File: config.mk
export PLATFORM = sky130hd
export DESIGN_NAME = des_iter_engine
export DESIGN_NICKNAME = d
export VERILOG_FILES = /design/src/rtl/des_iter_engine.sv
export SDC_FILE = /design/constraint.sdc
export NUM_CORES = 1
export LEC_CHECK = 0
export ABC_AREA = 1
export CORE_ASPECT_RATIO = 1.1
export CORE_UTILIZATION = 45
export CTS_CLUSTER_DIAMETER = 50
export DETAILED_ROUTE_END_ITERATION = 7
export PLACE_DENSITY = 0.73
export SLEW_MARGIN = 20
export SYNTH_ARGS = -nofsm -noshare
export SYNTH_HDL_FRONTEND = slang
export SYNTH_SLANG_ARGS = --single-unit
File: constraint.sdc
create_clock -name clk -period 3.95 [get_ports clk]
set_clock_uncertainty 0.05 [all_clocks]
set_input_delay 0.395 -clock clk [delete_from_list [all_inputs] [get_ports clk]]
set_output_delay 0.395 -clock clk [all_outputs]
set_load 0.03 [all_outputs]
File: src/rtl/des_iter_engine.sv
// Iterative DES/TDES datapath: IP on load, UNROLL Feistel rounds per clock from
// external subkeys, FP once after the final pass, result held under valid/ready.
module des_iter_engine #(
  parameter int UNROLL = 1,
  parameter int PASSES = 1
) (
  input  logic                   clk,
  input  logic                   reset,
  input  logic                   in_valid,
  output logic                   in_ready,
  input  logic [63:0]            in_data,
  input  logic [48*UNROLL-1:0]   keys,
  output logic [4:0]             key_round,
  output logic [1:0]             key_pass,
  output logic                   out_valid,
  input  logic                   out_ready,
  output logic [63:0]            out_data,
  output logic                   busy
);

  localparam int CPP = 16 / UNROLL;
  localparam int N   = CPP * PASSES;
  localparam int CW  = $clog2(N + 1);

  if (!(PASSES == 1 || PASSES == 3)) begin : g_bad_passes
    $error("des_iter_engine: PASSES must be 1 or 3");
  end
  if (!(UNROLL == 1 || UNROLL == 2 || UNROLL == 4 || UNROLL == 8 || UNROLL == 16)) begin : g_bad_unroll
    $error("des_iter_engine: UNROLL must be 1, 2, 4, 8 or 16");
  end

  // Tables use DES bit numbering: entry value k means source bit k, bit 1 = MSB.
  localparam int IP_T [64] = '{
    58, 50, 42, 34, 26, 18, 10, 2, 60, 52, 44, 36, 28, 20, 12, 4,
    62, 54, 46, 38, 30, 22, 14, 6, 64, 56, 48, 40, 32, 24, 16, 8,
    57, 49, 41, 33, 25, 17,  9, 1, 59, 51, 43, 35, 27, 19, 11, 3,
    61, 53, 45, 37, 29, 21, 13, 5, 63, 55, 47, 39, 31, 23, 15, 7};
  localparam int FP_T [64] = '{
    40, 8, 48, 16, 56, 24, 64, 32, 39, 7, 47, 15, 55, 23, 63, 31,
    38, 6, 46, 14, 54, 22, 62, 30, 37, 5, 45, 13, 53, 21, 61, 29,
    36, 4, 44, 12, 52, 20, 60, 28, 35, 3, 43, 11, 51, 19, 59, 27,
    34, 2, 42, 10, 50, 18, 58, 26, 33, 1, 41,  9, 49, 17, 57, 25};
  localparam int E_T [48] = '{
    32,  1,  2,  3,  4,  5,  4,  5,  6,  7,  8,  9,
     8,  9, 10, 11, 12, 13, 12, 13, 14, 15, 16, 17,
    16, 17, 18, 19, 20, 21, 20, 21, 22, 23, 24, 25,
    24, 25, 26, 27, 28, 29, 28, 29, 30, 31, 32,  1};
  localparam int P_T [32] = '{
    16,  7, 20, 21, 29, 12, 28, 17,  1, 15, 23, 26,  5, 18, 31, 10,
     2,  8, 24, 14, 32, 27,  3,  9, 19, 13, 30,  6, 22, 11,  4, 25};
  // Each S-box is 64 nibbles, entry (row*16+col) counted from the MSB end.
  localparam logic [255:0] SBOX [8] = '{
    256'hE4D12FB83A6C59070F74E2D1A6CB953841E8D62BFC973A50FC8249175B3EA06D,
    256'hF18E6B34972DC05A3D47F28EC01A69B50E7BA4D158C6932FD8A13F42B67C05E9,
    256'hA09E63F51DC7B428D709346A285ECBF1D6498F30B12C5AE71AD069874FE3B52C,
    256'h7DE3069A1285BC4FD8B56F03472C1AE9A690CB7DF13E52843F06A1D8945BC72E,
    256'h2C417AB6853FD0E9EB2C47D150FA3986421BAD78F9C5630EB8C71E2D6F09A453,
    256'hC1AF92680D34E75BAF427C9561DE0B389EF528C3704A1DB6432C95FABE17608D,
    256'h4B2EF08D3C975A61D0B7491AE35C2F8614BDC37EAF6805926BD814A7950FE23C,
    256'hD2846FB1A93E50C71FD8A374C56B0E927B419CE206ADF35821E74A8DFC90356B};

  function automatic logic [63:0] perm64(input logic [63:0] d, input logic fwd);
    logic [63:0] o;
    for (int k = 0; k < 64; k++) o[63-k] = d[64 - (fwd ? IP_T[k] : FP_T[k])];
    return o;
  endfunction

  function automatic logic [31:0] f_fn(input logic [31:0] r, input logic [47:0] k);
    logic [47:0] x;
    logic [31:0] s, p;
    logic [5:0]  b, idx;
    for (int i = 0; i < 48; i++) x[47-i] = r[32 - E_T[i]];
    x = x ^ k;
    for (int i = 0; i < 8; i++) begin
      b   = x[47-6*i -: 6];
      idx = {b[5], b[0], b[4:1]};
      s[31-4*i -: 4] = SBOX[i][255 - 4*int'(idx) -: 4];
    end
    for (int i = 0; i < 32; i++) p[31-i] = s[32 - P_T[i]];
    return p;
  endfunction

  typedef enum logic [1:0] {IDLE, RUN, DONE} state_t;

  state_t          r_state;
  logic [CW-1:0]   r_cnt;
  logic [31:0]     r_l, r_r;
  logic [31:0]     w_l [UNROLL+1];
  logic [31:0]     w_r [UNROLL+1];
  logic [63:0]     w_ip;
  logic            w_pass_end, w_load;
  int              w_phase;

  assign w_phase    = int'(r_cnt) % CPP;
  assign w_pass_end = (w_phase == CPP - 1);
  assign w_ip       = perm64(in_data, 1'b1);
  assign w_load     = in_valid && in_ready;

  always_comb begin
    w_l[0] = r_l;
    w_r[0] = r_r;
    for (int j = 0; j < UNROLL; j++) begin
      w_l[j+1] = w_r[j];
      w_r[j+1] = w_l[j] ^ f_fn(w_r[j], keys[48*j +: 48]);
    end
  end

  assign in_ready  = (r_state == IDLE) || (r_state == DONE && out_ready);
  assign out_valid = (r_state == DONE);
  assign busy      = (r_state != IDLE);
  assign out_data  = (r_state == DONE) ? perm64({r_l, r_r}, 1'b0) : 64'd0;
  assign key_round = (r_state == RUN) ? 5'(w_phase * UNROLL) : 5'd0;
  assign key_pass  = (r_state == RUN) ? 2'(int'(r_cnt) / CPP) : 2'd0;

  always_ff @(posedge clk) begin
    if (reset) begin
      r_state <= IDLE;
      r_cnt   <= '0;
      r_l     <= '0;
      r_r     <= '0;
    end else begin
      case (r_state)
        IDLE: if (w_load) begin
          {r_l, r_r} <= w_ip;
          r_cnt      <= '0;
          r_state    <= RUN;
        end
        RUN: begin
          // Pass end stores (R16, L16); FP of the next pass and IP cancel out.
          if (w_pass_end) {r_l, r_r} <= {w_r[UNROLL], w_l[UNROLL]};
          else            {r_l, r_r} <= {w_l[UNROLL], w_r[UNROLL]};
          if (r_cnt == CW'(N - 1)) begin
            r_cnt   <= '0;
            r_state <= DONE;
          end else begin
            r_cnt <= r_cnt + 1'b1;
          end
        end
        DONE: if (out_ready) begin
          if (in_valid) begin
            {r_l, r_r} <= w_ip;
            r_cnt      <= '0;
            r_state    <= RUN;
          end else begin
            r_state <= IDLE;
          end
        end
        default: r_state <= IDLE;
      endcase
    end
  end

endmodule

==> qor.json <==
{
  "n_antenna_cell": 0,
  "postSynthRegisterBits": 71,
  "drt-total-wl_um": 34200,
  "clk-insertion-delay-late_ns": 0.36,
  "floorplan.die.height_um": 155,
  "irDropWorstVdd_v": 0.000251,
  "dieWidth_um": 141,
  "cts_inserted_buffers": 9,
  "vias": 12057,
  "post_synth_inst_count": 1790,
  "worst-endpoint-arrival_ns": 2.63,
  "mostFrequentLayoutCells": "712 x sky130_fd_sc_hd__nand2_1, 325 x sky130_fd_sc_hd__nand3_1, 187 x sky130_fd_sc_hd__clkdlybuf4s50_1, 173 x sky130_fd_sc_hd__inv_1, 144 x sky130_fd_sc_hd__nor2_1",
  "ctsHtreeMaxLevel": 3,
  "tritoncts_clock_tree": "yes",
  "power_density_nw_per_um2": 339,
  "dp.cells": 2199,
  "fmaxAchievable_mhz": 325,
  "syn-cell-area_sq_um": 9620,
  "finalPower_mw": 4.04,
  "ctsRootBufferMaster": "sky130_fd_sc_hd__clkbuf_16",
  "layout_worst_path_cycle_share_pct": 77.9,
  "std_cell_rows": 55,
  "timing.final.hold_violations": 0,
  "cts_repair_resize_count": 0,
  "final-setup-viol-count": 0,
  "synth.yosys.seq_area_share_pct": 14.8,
  "post_dp_cell_area_sq_um": 11600,
  "overflow": 0,
  "whs_path_depth": 2,
  "design.final.nets": 2104,
  "cpPeakStageDelay_ns": 0.71,
  "tightestPinTransition_ns": 0.960,
  "synthToLayoutAreaGrowth_pct": 24.0,
  "outcome": "finished clean",
  "clk_path_buf_depth": 2,
  "max_cap_violations": 0,
  "drt.antenna.violating_nets": 0,
  "synthesis.yosys.warnings": 0,
  "antenna_found_initial": 0,
  "power.static_leakage_nw": 5.78,
  "worst_r2r_path_depth": 7,
  "stdcell_count": 2215,
  "hold_path_class": "flop to flop",
  "post_drt_wl_per_cell_um": 15.4,
  "first_global_vias": 10606,
  "tritoncts_num_sinks": 71,
  "grt_start_max_net_pins": 64,
  "synth_cell_type_count": 35,
  "worst_slack_ns": 0.871,
  "hold_buffers": 0,
  "rsz0062_at_grt": "false",
  "worst_path_most_repeated_cell": "sky130_fd_sc_hd__inv_1",
  "number_of_placed_i_o_pins": 190,
  "global_route.usage.met2_pct": 51.0,
  "final.hold.worst_slack_ns": 0.452,
  "grt_first_pass_wirelength_um": 53400,
  "postLayoutCellArea_sq_um": 11900,
  "drt_pass1_iterations": 6,
  "worst-r2r-setup-slack_ns": 1.30,
  "initial_standard_cell_utilization_of_the_core_pct": 46.3,
  "clkSlewWorstSetupHoldPaths_ns": 0.06,
  "postLayoutCoreUtil_pct": 57.4,
  "grt_use_met1_pct": 39.7,
  "layout.cells.most_common": "sky130_fd_sc_hd__nand2_1",
  "setup_total_negative_slack_ns": 0,
  "post-cts-setup-buffer-count": 0,
  "synth_top_cell_by_area": "sky130_fd_sc_hd__nand2_1",
  "crit_type": "flop to output pin",
  "1st_iter_drt_viols": 917,
  "worst_ep_required_time_ns": 3.50,
  "relative_slew_slack_pct": 35.6,
  "floorplan.core_area_sq_um": 20800,
  "place_hpwl_um": 25000,
  "pins_over_their_slew_limit": 0,
  "grt.total_usage_pct": 30.5,
  "cp_cell_sequence": "inv_1 > nor2_4 > inv_1 > nor2_1 > clkdlybuf4s50_1",
  "crit_path_top_delay_cell": "sky130_fd_sc_hd__clkdlybuf4s50_1",
  "critical_path_peak_fanout": 22,
  "synthTopCellsByArea": "sky130_fd_sc_hd__nand2_1 28%, sky130_fd_sc_hd__nand3_1 17%, sky130_fd_sc_hd__dfxtp_1 15%, sky130_fd_sc_hd__ha_1 8.2%, sky130_fd_sc_hd__inv_1 6.8%",
  "cp-end-kind": "output pin",
  "startpoint_type": "flop",
  "post-synth-top-area-fraction_pct": 27.8,
  "place.gp.congestion": 0.958,
  "fp.dieArea_sq_um": 22000,
  "drc_errors": 0,
  "post-route-min-period_ns": 3.08,
  "post_drt_via_cell_ratio": 5.44,
  "globalRoute.busiestLayer": "met2",
  "place_ws_ns": 1.08,
  "port_buffers": 187,
  "syn_area_per_cell_sq_um": 5.38,
  "met3_track_usage_gr_pct": 3.72,
  "drive_gt1_share_pct": 3.32
}
sequential cells by signal, indices dropped and copies added, names as in the netlist:
register / cells
r_cnt: 5
r_state: 2
r_r: 32
r_l: 32
final cells by class:
type | count | area, sq um
clock buffers | 10 | 239
clock inverters | 6 | 115
fillers | 2158 | 8850
inverters | 184 | 693
multi-input cells | 1462 | 7150
flip-flops and latches | 71 | 1420
well taps | 285 | 357
repair buffers | 197 | 1960
power by group:
part,internal (mW),leakage (nW),switching [mW]
registers,0.792,0.587,0.127
clock network,0.639,0.170,0.357
logic,0.752,5.02,1.37
logic make-up after synthesis:
logic type,synth area share (%)
xor gates and xnor gates,4.21
adders and majority gates,8.19
buffers and inverters,11.1
other,0.0390
DFF,14.8
and+or+nand+nor,51.4
AOI/OAI and AO/OA,10.3
worst max-delay path: cells and delay by family (launching register included):
kind / cells / cell delay, ns
buf+inv: 3 / 1.30
flops: 1 / 0.36
simple gates: 2 / 0.60
final timing paths:
path	start	endpoint
max reg2reg	r_state[0]	r_l[28]
max	r_state[0]	key_round[1]
min	r_cnt[1]	r_cnt[1]
min reg2reg	r_cnt[1]	r_cnt[1]
synth_stat cells:
cell type,number
sky130_fd_sc_hd__xnor2_1,12
sky130_fd_sc_hd__o21ai_1,2
sky130_fd_sc_hd__conb_1,1
sky130_fd_sc_hd__buf_4,12
sky130_fd_sc_hd__o21bai_1,1
sky130_fd_sc_hd__nand2_4,1
sky130_fd_sc_hd__nor2_2,2
sky130_fd_sc_hd__xor2_2,4
sky130_fd_sc_hd__o211ai_1,4
sky130_fd_sc_hd__ha_1,63
sky130_fd_sc_hd__nor2_1,147
sky130_fd_sc_hd__or2_2,1
sky130_fd_sc_hd__a211oi_1,2
sky130_fd_sc_hd__a21oi_1,77
sky130_fd_sc_hd__nor3_1,3
sky130_fd_sc_hd__o21ai_0,49
sky130_fd_sc_hd__buf_6,1
sky130_fd_sc_hd__dfxtp_1,71
sky130_fd_sc_hd__buf_2,25
sky130_fd_sc_hd__nand3_1,325
sky130_fd_sc_hd__nand4_1,2
sky130_fd_sc_hd__inv_2,9
sky130_fd_sc_hd__nand3_2,1
sky130_fd_sc_hd__inv_1,175
sky130_fd_sc_hd__dlygate4sd3_1,1
sky130_fd_sc_hd__xnor2_2,5
sky130_fd_sc_hd__a21oi_2,2
sky130_fd_sc_hd__clkbuf_8,1
sky130_fd_sc_hd__xnor2_4,4
sky130_fd_sc_hd__clkbuf_1,30
sky130_fd_sc_hd__buf_1,4
sky130_fd_sc_hd__a221oi_1,32
sky130_fd_sc_hd__nand2_2,4
sky130_fd_sc_hd__nand2_1,712
sky130_fd_sc_hd__xor2_1,5
layer usage:
layer  vias to the layer above  part of all wire (%)
met5                         -                     0
met4                         0                   3.5
met3                        69                   7.1
met2                       537                    46
met1                      5445                    43
li1                       6006                     -
(Power assumes the default switching activity.)
